**src/rtl/uart_transmitter_pkg.sv**
```systemverilog
// Frame constants and FSM state type shared by the UART transmitter and receiver.
package uart_transmitter_pkg;

   localparam int UART_DATA_BITS = 8;
   localparam int UART_STOP_BITS = 1;
   // Bit index wide enough to walk the data bits (also reused for stop bits).
   localparam int UART_IDX_W     = $clog2(UART_DATA_BITS);

   typedef enum logic [1:0] {
      IDLE  = 2'd0,
      START = 2'd1,
      DATA  = 2'd2,
      STOP  = 2'd3
   } uart_tx_state_t;

   // Clocks per bit, integer-truncated.
   function automatic int baud_div(input int clk_freq, input int baud);
      return clk_freq / baud;
   endfunction

endpackage

```
**src/rtl/uart_transmitter_if.sv**
```systemverilog
// Write-side port bundle of the UART transmitter: push request/data and FIFO status.
interface uart_transmitter_if #(
   parameter int FIFO_DEPTH = 16
) ();

   logic                                wr_en;
   logic [7:0]                          wr_data;
   logic                                full;
   logic [$clog2(FIFO_DEPTH+1)-1:0]     count;

   // Producer side (CPU store path).
   modport master (
      output wr_en,
      output wr_data,
      input  full,
      input  count
   );

   // Transmitter side.
   modport slave (
      input  wr_en,
      input  wr_data,
      output full,
      output count
   );

endinterface

```
**src/rtl/uart_tx_fifo.sv**
```systemverilog
// Synchronous FIFO with registered occupancy count and wrap-around pointers.
// The head entry is read asynchronously so the FSM can load it on the pop edge.
module uart_tx_fifo #(
   parameter int DEPTH = 16,
   parameter int WIDTH = 8
) (
   input  logic                           clk,
   input  logic                           reset,
   input  logic                           push,
   input  logic [WIDTH-1:0]               wr_data,
   input  logic                           pop,
   output logic [WIDTH-1:0]               rd_data,
   output logic                           full,
   output logic                           empty,
   output logic [$clog2(DEPTH+1)-1:0]     count
);

   localparam int PTR_W = $clog2(DEPTH);
   localparam int CNT_W = $clog2(DEPTH+1);

   logic [WIDTH-1:0] mem [DEPTH];
   logic [PTR_W-1:0] wr_ptr_reg;
   logic [PTR_W-1:0] rd_ptr_reg;
   logic [CNT_W-1:0] count_reg;
   logic             do_push;
   logic             do_pop;

   // Full/empty come from the registered count, so a write in a full cycle is
   // dropped even if the FSM pops in that same cycle.
   assign full    = (count_reg == CNT_W'(DEPTH));
   assign empty   = (count_reg == '0);
   assign do_push = push && !full;
   assign do_pop  = pop && !empty;
   assign rd_data = mem[rd_ptr_reg];
   assign count   = count_reg;

   // Storage write; contents need no reset because the pointers define validity.
   always_ff @(posedge clk) begin
      if (do_push) begin
         mem[wr_ptr_reg] <= wr_data;
      end
   end

   // Pointer and occupancy update; power-of-two depth lets the pointers wrap naturally.
   always_ff @(posedge clk) begin
      if (reset) begin
         wr_ptr_reg <= '0;
         rd_ptr_reg <= '0;
         count_reg  <= '0;
      end else begin
         if (do_push) begin
            wr_ptr_reg <= wr_ptr_reg + 1'b1;
         end
         if (do_pop) begin
            rd_ptr_reg <= rd_ptr_reg + 1'b1;
         end
         case ({do_push, do_pop})
            2'b10:   count_reg <= count_reg + 1'b1;
            2'b01:   count_reg <= count_reg - 1'b1;
            default: count_reg <= count_reg;
         endcase
      end
   end

endmodule

```
**src/rtl/uart_transmitter.sv**
```systemverilog
// 8-N-1 UART transmitter: FIFO-buffered bytes shifted out LSB first at CLK_FREQ/BAUD.
module uart_transmitter
   import uart_transmitter_pkg::*;
#(
   parameter int CLK_FREQ   = 100_000_000,
   parameter int BAUD       = 115200,
   parameter int FIFO_DEPTH = 16
) (
   input  logic               clk,
   input  logic               reset,
   uart_transmitter_if.slave  wr_if,
   output logic               busy,
   output logic               tx_done,
   output logic               tx
);

   localparam int DIV   = baud_div(CLK_FREQ, BAUD);
   localparam int CNT_W = (DIV > 1) ? $clog2(DIV) : 1;

   localparam logic [CNT_W-1:0]      CNT_LAST  = CNT_W'(DIV - 1);
   localparam logic [UART_IDX_W-1:0] LAST_DATA = UART_IDX_W'(UART_DATA_BITS - 1);
   localparam logic [UART_IDX_W-1:0] LAST_STOP = UART_IDX_W'(UART_STOP_BITS - 1);

   generate
      if (DIV < 2) begin : g_div_check
         $error("uart_transmitter: CLK_FREQ/BAUD must be at least 2");
      end
      if (FIFO_DEPTH < 2 || (FIFO_DEPTH & (FIFO_DEPTH - 1)) != 0) begin : g_depth_check
         $error("uart_transmitter: FIFO_DEPTH must be a power of 2 and at least 2");
      end
   endgenerate

   uart_tx_state_t                state_reg;
   uart_tx_state_t                state_next;
   logic [CNT_W-1:0]              baud_cnt_reg;
   logic [CNT_W-1:0]              baud_cnt_next;
   logic [UART_IDX_W-1:0]         bit_idx_reg;
   logic [UART_IDX_W-1:0]         bit_idx_next;
   logic [UART_DATA_BITS-1:0]     shreg_reg;
   logic [UART_DATA_BITS-1:0]     shreg_next;
   logic                          tx_reg;
   logic                          tx_next;
   logic                          pop;
   logic                          bit_end;
   logic                          fifo_empty;
   logic [UART_DATA_BITS-1:0]     fifo_rd_data;

   uart_tx_fifo #(
      .DEPTH (FIFO_DEPTH),
      .WIDTH (UART_DATA_BITS)
   ) u_fifo (
      .clk     (clk),
      .reset   (reset),
      .push    (wr_if.wr_en),
      .wr_data (wr_if.wr_data),
      .pop     (pop),
      .rd_data (fifo_rd_data),
      .full    (wr_if.full),
      .empty   (fifo_empty),
      .count   (wr_if.count)
   );

   assign bit_end = (baud_cnt_reg == CNT_LAST);

   // State register.
   always_ff @(posedge clk) begin
      if (reset) begin
         state_reg <= IDLE;
      end else begin
         state_reg <= state_next;
      end
   end

   // Next-state logic; leaving STOP with data queued goes straight to START.
   always_comb begin
      state_next = state_reg;
      pop        = 1'b0;
      case (state_reg)
         IDLE: begin
            if (!fifo_empty) begin
               state_next = START;
               pop        = 1'b1;
            end
         end
         START: begin
            if (bit_end) begin
               state_next = DATA;
            end
         end
         DATA: begin
            if (bit_end && bit_idx_reg == LAST_DATA) begin
               state_next = STOP;
            end
         end
         STOP: begin
            if (bit_end && bit_idx_reg == LAST_STOP) begin
               if (!fifo_empty) begin
                  state_next = START;
                  pop        = 1'b1;
               end else begin
                  state_next = IDLE;
               end
            end
         end
         default: state_next = IDLE;
      endcase
   end

   // Datapath next values and outputs; tx is computed from the next state so it can be registered.
   always_comb begin
      baud_cnt_next = baud_cnt_reg;
      bit_idx_next  = bit_idx_reg;
      shreg_next    = shreg_reg;
      tx_next       = 1'b1;
      if (pop) begin
         shreg_next    = fifo_rd_data;
         baud_cnt_next = '0;
         bit_idx_next  = '0;
      end else if (state_reg == IDLE) begin
         baud_cnt_next = '0;
      end else if (bit_end) begin
         baud_cnt_next = '0;
         bit_idx_next  = (state_next != state_reg) ? '0 : bit_idx_reg + 1'b1;
      end else begin
         baud_cnt_next = baud_cnt_reg + 1'b1;
      end
      case (state_next)
         IDLE:    tx_next = 1'b1;
         START:   tx_next = 1'b0;
         DATA:    tx_next = shreg_next[bit_idx_next];
         STOP:    tx_next = 1'b1;
         default: tx_next = 1'b1;
      endcase
      tx_done = (state_reg == STOP) && bit_end && (bit_idx_reg == LAST_STOP);
      busy    = (state_reg != IDLE) || !fifo_empty;
   end

   // Datapath registers; reset aborts any frame and parks the line high.
   always_ff @(posedge clk) begin
      if (reset) begin
         baud_cnt_reg <= '0;
         bit_idx_reg  <= '0;
         shreg_reg    <= '0;
         tx_reg       <= 1'b1;
      end else begin
         baud_cnt_reg <= baud_cnt_next;
         bit_idx_reg  <= bit_idx_next;
         shreg_reg    <= shreg_next;
         tx_reg       <= tx_next;
      end
   end

   assign tx = tx_reg;

endmodule

```
**src/flat_wrapper.sv**
```systemverilog
// flat-port wrapper written by rule: the top's interface ports become plain ports
module uart_transmitter_flat import uart_transmitter_pkg::*;
#(
   parameter int CLK_FREQ   = 100_000_000,
   parameter int BAUD       = 115200,
   parameter int FIFO_DEPTH = 16
)
  (clk, reset, busy, tx_done, tx, wr_if_wr_en, wr_if_wr_data, wr_if_full, wr_if_count);
  uart_transmitter_if #(.FIFO_DEPTH(FIFO_DEPTH)) wr_if_i ();
  input  logic clk;
  input  logic reset;
  output logic busy;
  output logic tx_done;
  output logic tx;
  input wire logic [$bits(wr_if_i.wr_en)-1:0] wr_if_wr_en;
  input wire logic [$bits(wr_if_i.wr_data)-1:0] wr_if_wr_data;
  output wire logic [$bits(wr_if_i.full)-1:0] wr_if_full;
  output wire logic [$bits(wr_if_i.count)-1:0] wr_if_count;
  assign wr_if_i.wr_en = wr_if_wr_en;
  assign wr_if_i.wr_data = wr_if_wr_data;
  assign wr_if_full = wr_if_i.full;
  assign wr_if_count = wr_if_i.count;
  uart_transmitter #(.CLK_FREQ(CLK_FREQ), .BAUD(BAUD), .FIFO_DEPTH(FIFO_DEPTH)) u_core (.clk(clk), .reset(reset), .wr_if(wr_if_i), .busy(busy), .tx_done(tx_done), .tx(tx));
endmodule
```
**config.mk**
```make
export PLATFORM = sky130hd
export DESIGN_NAME = uart_transmitter_flat
export DESIGN_NICKNAME = d
export VERILOG_FILES = /design/src/rtl/uart_transmitter_pkg.sv /design/src/rtl/uart_transmitter_if.sv /design/src/rtl/uart_tx_fifo.sv /design/src/rtl/uart_transmitter.sv /design/src/flat_wrapper.sv
export SDC_FILE = /design/constraint.sdc
export NUM_CORES = 1
export LEC_CHECK = 0
export CORE_ASPECT_RATIO = 0.5
export CORE_UTILIZATION = 39
export CTS_BUF_LIST = sky130_fd_sc_hd__clkbuf_16
export CTS_CLUSTER_DIAMETER = 60
export DETAILED_ROUTE_END_ITERATION = 6
export PLACE_DENSITY = 0.64
export REMOVE_ABC_BUFFERS = 1
export SYNTH_ARGS = -nofsm -noshare
export SYNTH_HDL_FRONTEND = slang
export SYNTH_SLANG_ARGS = --single-unit
```
**constraint.sdc**
```tcl
create_clock -name clk -period 4.6 [get_ports clk]
set_input_delay 0.46 -clock clk [delete_from_list [all_inputs] [get_ports clk]]
set_output_delay 0.46 -clock clk [all_outputs]
set_load 0.05 [all_outputs]
```
-- After elaboration in Yosys (flattened, before gate mapping)
Memories as Yosys holds them, arrays and structs flattened. A register that Yosys moved wholly into a read port is not among the register bits.
Index checks and enable logic that the tools add are counted.
- $add $sub $neg: 6
- order comparisons: 1
- equal/unequal tests: 12
- mux-type cells: 22
- reductions and logical operators: 17
- operators by type and width (kind ; count):
    $mux 3 ; 4
    $add 10x1->10 const B ; 1
    $eq 10x10->1 const B ; 1
    $eq 2x2->1 const B ; 5
    $pmux 5 s2 ; 1
    $add 4x1->4 const B ; 2
    $mux 2 ; 4
    $mux 4 ; 2
    $mux 8 ; 1
    $pmux 2 s4 ; 1
    $eq 2x1->1 const B ; 3
    $logic_and 1x1->1 ; 6
    $mux 1 ; 6
    $add 5x1->5 const B ; 1
    $eq 5x5->1 const B ; 1
    $logic_not 5->1 ; 1
    $sub 5x1->5 const B ; 1
    $logic_not 2->1 ; 2
    $lt 3x4->1 const B ; 1
    $reduce_bool 2->1 ; 2
    $reduce_or 4->1 ; 1
    $add 3x1->3 const B ; 1
    $bmux 1 s3 ; 1
    $eq 3x3->1 const B ; 1
    7 further kinds ; 8
- bits in registers: 37
- bits in writable memories: 128
- word-level logic and storage cells: 67
- memories: 1
- memory list (name ; words ; width ; read ports ; clocked after Yosys merged registers in ; write ports ; line ; source):
    u_core.u_fifo.mem ; 16 ; 8 ; 1 ; 1 ; 1 ; uart_tx_fifo.sv:21 ; logic [WIDTH-1:0] mem [DEPTH];

-- Depth between registers and ports, before layout
Gate-level depths: netlist (run 1).
- depth after elaboration: 12
- depth in mapped cells: 16
- mapped depth without buffers: 15

-- Hierarchy
A second synthesis (run 1) with hierarchy kept.
- cells, all modules: 483
- area total of the unflattened synthesis: 7264.5 um2
- modules (own cells, without submodules) (module ; instances ; cells an instance ; area an instance (um2) ; seq. area each (um2)):
    uart_tx_fifo ; 1 ; 330 ; 5891.9 ; 4184.0
    uart_transmitter ; 1 ; 153 ; 1372.6 ; 480.5

-- Least setup slack after synthesis (run 1)
Ideal clock, no wire load.
- path kind: reg2reg
- start point: reg u_core.state_reg[0]
- end point: reg u_core.u_fifo.count_reg[4] (netlist: u_core.u_fifo.count[4])
- arrival: 4.722 ns
- data required time: 4.530 ns
- setup slack: -0.192 ns
- cell stages (with the launch flop): 16
- period minus slack after synthesis: 4.792 ns
- path through: dfxtp_1 > ha_1 > nand3b_1 > nor4_1 > o21ai_1 > inv_2 > buf_1 > ha_1 > inv_1 > fa_1 > inv_1 > a21o_1 > a21oi_1 > xnor2_1 > or3_1 > a21oi_1
- word-level cells in the longest chain between the ends: 5
- elaborated cells between the ends (all ways): 8
- RTL lines (item ; line ; source):
    from (decl) ; uart_transmitter.sv:33 ; uart_tx_state_t state_reg;
    from (signal assigned) ; uart_transmitter.sv:70 ; state_reg <= state_next;
    $eq 2x2->1 or $logic_not 2->1 (tied branches) ; uart_transmitter.sv:78 ; case (state_reg)
    $pmux 1 s2 (*) ; uart_transmitter.sv:78 ;
    $logic_and 1x1->1 (*) ; uart_tx_fifo.sv:33 ; assign do_pop = pop && !empty;
    named net u_core.u_fifo.do_pop ; uart_tx_fifo.sv:26 ; logic do_pop;
    $eq 2x1->1 or $eq 2x2->1 (tied branches) ; uart_tx_fifo.sv:57 ; case ({do_push, do_pop})
    $pmux 5 s2 or $reduce_bool 2->1 (tied branches) ; n/a ;
    to (signal assigned) ; uart_tx_fifo.sv:58 ; 2'b10: count_reg <= count_reg + 1'b1;
    to (signal assigned) ; uart_tx_fifo.sv:59 ; 2'b01: count_reg <= count_reg - 1'b1;
    to (signal assigned) ; uart_tx_fifo.sv:60 ; default: count_reg <= count_reg;
    to (decl) ; uart_tx_fifo.sv:24 ; logic [CNT_W-1:0] count_reg;
Mark *: on every way through the listed nets, which the timed path passes. The rest lies on a longest branch.
A chain may end at the register's enable or synchronous reset.

-- Worst setup path in the final report (run 1)
- start point: reg u_core.state_reg[0]
- end point: reg u_core.u_fifo.count_reg[4] (netlist: u_core.u_fifo.count[4])
- word-level cells in the longest chain between the ends: 5
- elaborated cells between the ends (all ways): 8
- RTL lines (item ; line):
    $eq 2x2->1 or $logic_not 2->1 (tied branches) ; uart_transmitter.sv:78
    $pmux 1 s2 (*) ; uart_transmitter.sv:78
    $logic_and 1x1->1 (*) ; uart_tx_fifo.sv:33
    $eq 2x1->1 or $eq 2x2->1 (tied branches) ; uart_tx_fifo.sv:57
    $pmux 5 s2 or $reduce_bool 2->1 (tied branches) ; n/a
Mark *: on every way between the ends. The rest lies on a longest branch, timed or not.

==> results of run 1 <==
## synth_stat cells, types with 2 or more instances
| cell type | n |
|---|---|
| or3_1 | 3 |
| buf_1 | 4 |
| nor2b_1 | 3 |
| clkbuf_1 | 12 |
| xnor2_1 | 5 |
| a31oi_1 | 2 |
| xor2_1 | 13 |
| a211oi_1 | 2 |
| or2_2 | 2 |
| or3b_1 | 2 |
| and3_1 | 2 |
| a211oi_2 | 2 |
| o21ai_0 | 5 |
| and2_1 | 3 |
| ha_1 | 19 |
| o211ai_1 | 2 |
| nor3_1 | 7 |
| a21oi_1 | 20 |
| nand2_1 | 34 |
| o21ai_1 | 2 |
| dfxtp_1 | 41 |
| inv_1 | 22 |
| nand2b_1 | 2 |
| nand3_1 | 5 |
| mux4_2 | 40 |
| nor4_1 | 2 |
| a21o_1 | 3 |
| buf_2 | 3 |
| o2111ai_1 | 2 |
| nand4_1 | 4 |
| or2_1 | 2 |
| nor2_1 | 45 |
| edfxtp_1 | 128 |
## critical path: stages, from the launching register on
cell and delay, ns:
dfxtp_1 0.49, ha_1 0.29, nand3b_1 0.13, nor4_1 0.42
o21ai_1 0.11, buf_4 0.19, inv_2 0.26, ha_1 0.29
inv_1 0.10, fa_1 0.40, inv_1 0.07, a21o_1 0.11
a21oi_1 0.07, xnor2_1 0.13, or3_1 0.30, a21oi_1 0.13
## logic make-up after synthesis
group	count (synthesis)	share of synthesized area
muxes	41	0.1299
AOI/OAI and AO/OA	47	0.04385
and+or+nand+nor	122	0.08255
xor gates and xnor gates	18	0.02237
adders and majority gates	20	0.03657
buffers and inverters	42	0.02290
DFF	169	0.6618
## layout make-up
class / count / area share
Timing Repair Buffer: 26 / 0.02995
Tap cell: 234 / 0.03612
Inverter: 23 / 0.01065
Clock inverter: 14 / 0.01976
Clock buffer: 17 / 0.05249
Multi-Input combinational cell: 248 / 0.2754
Sequential cell: 169 / 0.5756
## where the power goes
part           internal [uW]  switching (uW)  total [uW]
clock                    813             629        1440
combinational            517             607        1120
sequential              1760             154        1910
total                   3090            1390        4480
## final timing paths
| kind | end | slack [ns] | cells past startpoint |
|---|---|---|---|
| setup / recovery | u_core.u_fifo.count[4] | 1.07 | 15 |
| hold reg to reg | u_core.shreg_reg[7] | 0.45 | 2 |
| hold / removal | u_core.shreg_reg[7] | 0.45 | 2 |
| setup reg to reg | u_core.u_fifo.count[4] | 1.07 | 15 |
## stage by stage
stage,cell area [um^2],instances,hold slack [ns],util
floorplan,6973,440,0.4207,-
global placement,7520,700,0.4395,0.4290
detailed placement,7520,700,0.4474,0.4290
CTS,8105,731,0.4566,0.4625
global route,8105,731,0.4761,0.4625
finish,8105,731,0.4533,0.4625
## metal layers
metal,track usage,vias up,part of all wire
li1,-,1781,-
met1,0.2130,1969,0.46
met2,0.2572,99,0.47
met3,0.04117,19,0.055
met4,0.06360,0,0.015
met5,0,-,0
==> out/results.tsv, run 1 <==
metric	value	unit
outcome	complete, no violations	
Max Clock Freq	283.1	MHz
Synthesis Warnings	0	
post-route setup slack	1.068	ns
clk_skew	0.01437	ns
final setup fails	0	
vias in the first global route	3873	
Startpoint Class	register	
Slew Limit Fails	0	
std cell rows	34	
Fin Setup TNS	0	ns
proportion of layout cells with a drive suffix above 1	0.1791	
drt pass-1 iters	4	
gpl congestion	0.7822	
class of the worst hold path	register to register	
CTS tree	built	
PwrDens	552.1	nW/um^2
Place WS	1.050	ns
gr usage total	0.1617	
most frequent cells in the layout	128 x edfxtp_1, 45 x nor2_1, 40 x mux4_2, 40 x dfxtp_1, 34 x nand2_1	
Vias/cell	5.291	
# resized after CTS	0	
ANT cells	0	
Area contributors post-synth	edfxtp_1 55%, mux4_2 13%, dfxtp_1 12%, ha_1 3.4%, nor2_1 2.4%	
most common cell after layout, fill and taps aside	edfxtp_1	
sequential element share of the synthesized area	0.6618	
count of cell types in the netlist	49	
reg2reg start	u_core.state_reg[0]	
HPWL Detailed	8750	um
critical path required time	4.96	ns
filler cell count	1511	
Worst Setup SP	u_core.state_reg[0]	
Starting DRT DRC Count	382	
total global routing overflow	0	
Die Area	18650	um^2
post-cts hold buffer count	0	
VDD IR max	0.4222	mV
Async S/R FF share, synth	0	
area occupied by multi-input gates	2232	um^2
LEAKAGE	0.002680	uW
post-synthesis register bit count	169	
Tcrit/Tclk final	0.7678	
root buf cell	clkbuf_16	
Yosys top cell area share	0.5454	
I/O Buffers	19	
vias	3868	
Final min period	3.532	ns
Initial Util	0.4021	
Crit. End Element	register	
Residual DRC	0	
Register Area	4666	um^2
power consumption	4475	uW
EDFF count, synth	128	
clk sink count	169	
H-tree level count	4	
Fin. Hold Viols	0	
initial antenna violation count	0	
CP Class	register to register	
Setup Buffers After CTS	0	
largest net degree at the start of global routing	27	
area of the core	17530	um^2
Max FO, Critical Path	19	
clock latency on the worst-skew pair	0.43	ns
CP arrival	3.90	ns
maxcap violations	0	
cell taking the most area after synthesis	edfxtp_1	
Antenna Violating Nets Remaining	0	
TritonCTS Buffers	17	
Clock Path Buffers	2	
max FFs per register	128	
first-pass GRT wire length	22010	um
syn avg cell area	15.36	um^2
Min-Delay Startpoint	u_core.shreg_reg[7]	
predominant post-synthesis flop cell	edfxtp_1	
CTS clk-pin slew, worst paths	0.07	ns
Die Wd	192.1	um
Die Ht	97.06	um
RSZ-0062 raised after global routing	false	
drt total wl	13910	um
area grow syn2layout	15.00	%
cells after synthesis	459	
max_slew headroom	0.2383	
IO Pins	20	
Worst Max-Slew Pin Slew	1.138	ns
Nets	516	
DR WL/cell	19.03	um
Mapped Area	7048	um^2
Power figures use the tool's default switching activity.
==> run 2, diff against run 1 <==
--- a/config.mk
+++ b/config.mk
@@ -10,7 +10,7 @@
 export CTS_BUF_LIST = sky130_fd_sc_hd__clkbuf_16
 export CTS_CLUSTER_DIAMETER = 60
 export DETAILED_ROUTE_END_ITERATION = 6
-export PLACE_DENSITY = 0.64
+export PLACE_DENSITY = 0.66
 export REMOVE_ABC_BUFFERS = 1
 export SYNTH_ARGS = -nofsm -noshare
 export SYNTH_HDL_FRONTEND = slang
==> constraint.sdc (replaced) <==
create_clock -name clk -period 2.86 [get_ports clk]
set_input_delay 0.286 -clock clk [delete_from_list [all_inputs] [get_ports clk]]
set_output_delay 0.286 -clock clk [all_outputs]
set_load 0.05 [all_outputs]
==> run 2 against run 1 <==
  * Maximum frequency increased by 29%
  * Power grew 63%
  * Hold slack improved by 0.0032 ns
  * Critical path type unchanged
  * Wire length down 1.8%
  * Highest routed layer unchanged
  * Register-to-register slack got worse by 0.95 ns
  * Die area stayed put
  * First-iteration DRC count shrank 45%
  * Clock power rose by 51%
  * Non-clock buffer count increased by 37
  * Combinational power grew 96%
==> out/results.tsv, run 2 (synthesized netlist as in run 1, its figures left out) <==
metric	value	unit
Fin. Hold Viols	0	
vias	3990	
Starting DRT DRC Count	209	
most frequent cells in the layout	128 x edfxtp_1, 45 x nor2_1, 41 x buf_4	
Die Area	18650	um^2
PwrDens	861.4	nW/um^2
max_slew headroom	0.3799	
clock latency on the worst-skew pair	0.43	ns
area grow syn2layout	20.24	%
post-route setup slack	0.1225	ns
LEAKAGE	0.002874	uW
area occupied by multi-input gates	2312	um^2
CP Class	register to register	
HPWL Detailed	8794	um
critical path required time	3.22	ns
drt total wl	13670	um
total global routing overflow	0	
IO Pins	20	
Initial Util	0.4021	
Register Area	4671	um^2
H-tree level count	4	
TritonCTS Buffers	17	
clk sink count	169	
outcome	complete, no violations	
maxcap violations	0	
Slew Limit Fails	0	
Final Core Density	0.4835	
Die Ht	97.06	um
most common cell after layout, fill and taps aside	edfxtp_1	
post-cts hold buffer count	0	
Max Clock Freq	365.3	MHz
Place WS	-0.07941	ns
RSZ-0062 raised after global routing	true	
reg2reg setup slack	0.12	ns
vias in the first global route	3933	
fin cells	769	
Startpoint Class	register	
initial antenna violation count	0	
Nets	553	
CP arrival	3.09	ns
clk_skew	0.01342	ns
Residual DRC	0	
DR WL/cell	17.77	um
I/O Buffers	19	
drt pass-1 iters	4	
final setup fails	0	
filler cell count	1465	
Clock Path Buffers	2	
Max FO, Critical Path	2	
largest net degree at the start of global routing	33	
max FFs per register	128	
Antenna Violating Nets Remaining	0	
CTS tree	built	
hold slack	0.4565	ns
gpl congestion	0.8691	
area of the core	17530	um^2
std cell rows	34	
Die Wd	192.1	um
placed cells	730	
ANT cells	0	
Final min period	2.737	ns
Tcrit/Tclk final	0.9572	
Vias/cell	5.189	
gr usage total	0.1580	
CTS clk-pin slew, worst paths	0.07	ns
Worst Max-Slew Pin Slew	0.9267	ns
proportion of layout cells with a drive suffix above 1	0.2729	
first-pass GRT wire length	21700	um
root buf cell	clkbuf_16	
VDD IR max	0.6373	mV
class of the worst hold path	register to register	
power consumption	7300	uW
Crit. End Element	register	
[run 2: cell count changes in the layout (fill, tap and decap cells not counted), moves of 3 or more]
cell     delta
a21oi_1     -3
a21oi_2     +3
buf_4      +34
dfxtp_1     -4
dfxtp_2     +4
ha_1        -5
ha_4        +3
inv_1       -4
inv_2       +4
[run 2: final timing paths]
path                                        startpoint                     end  depth (start not counted)
worst min register to register     u_core.shreg_reg[7]     u_core.shreg_reg[7]                          2
worst max register to register  u_core.baud_cnt_reg[0]  u_core.u_fifo.count[4]                         15
worst min-delay path               u_core.shreg_reg[7]     u_core.shreg_reg[7]                          2
worst max-delay path            u_core.baud_cnt_reg[0]  u_core.u_fifo.count[4]                         15
[run 2: routing by layer]
layer	vias to the layer above	GRT usage	wire, um	part of all wire
met5	-	0	0	0
met4	0	0.05451	213	0.016
met3	17	0.03973	673	0.049
met2	100	0.2402	6429	0.47
met1	2004	0.2210	6352	0.46
li1	1869	-	-	-
[run 2: layout make-up]
class                   instances  share of cell area
flip-flops and latches        169              0.5512
well taps                     234             0.03455
clock buffers                  17             0.05020
repair buffers                 63             0.06511
clock inverters                15             0.01595
multi-input cells             248              0.2728
inverters                      23             0.01019
[run 2: timing repair]
item / 4_1_cts / 5_1_grt
gates cloned: 0 / 0
pin swaps: 0 / 14
buffers inserted: 0 / 7
resized for setup: 3 / 25
endpoints found under the setup margin: 2 / 4
[run 2: power breakdown]
| part | switching, uW | internal [uW] | total (uW) |
|---|---|---|---|
| sequential | 114 | 2820 | 2940 |
| combinational | 1190 | 1000 | 2190 |
| clock | 1020 | 1150 | 2170 |
| total | 2330 | 4970 | 7300 |
[run 2: worst max-delay path: stages (launching register included)]
cell and delay, ns:
dfxtp_2 0.35, ha_4 0.13, nand4b_1 0.13, buf_4 0.19, nor4_4 0.31, o21ai_2 0.10, inv_2 0.06, ha_1 0.16
inv_1 0.08, fa_2 0.35, inv_1 0.06, a21o_1 0.12, a21oi_2 0.06, xnor2_1 0.12, or3_1 0.30, a21oi_1 0.14
[run 2: per-stage QoR]
step | instance area (um^2) | setup TNS [ns]
finish | 8474 | 0
global route | 8474 | -0.06368
global placement | 7760 | 0
floorplan | 6973 | -25.06
CTS | 8333 | 0
detailed placement | 7760 | -0.07941
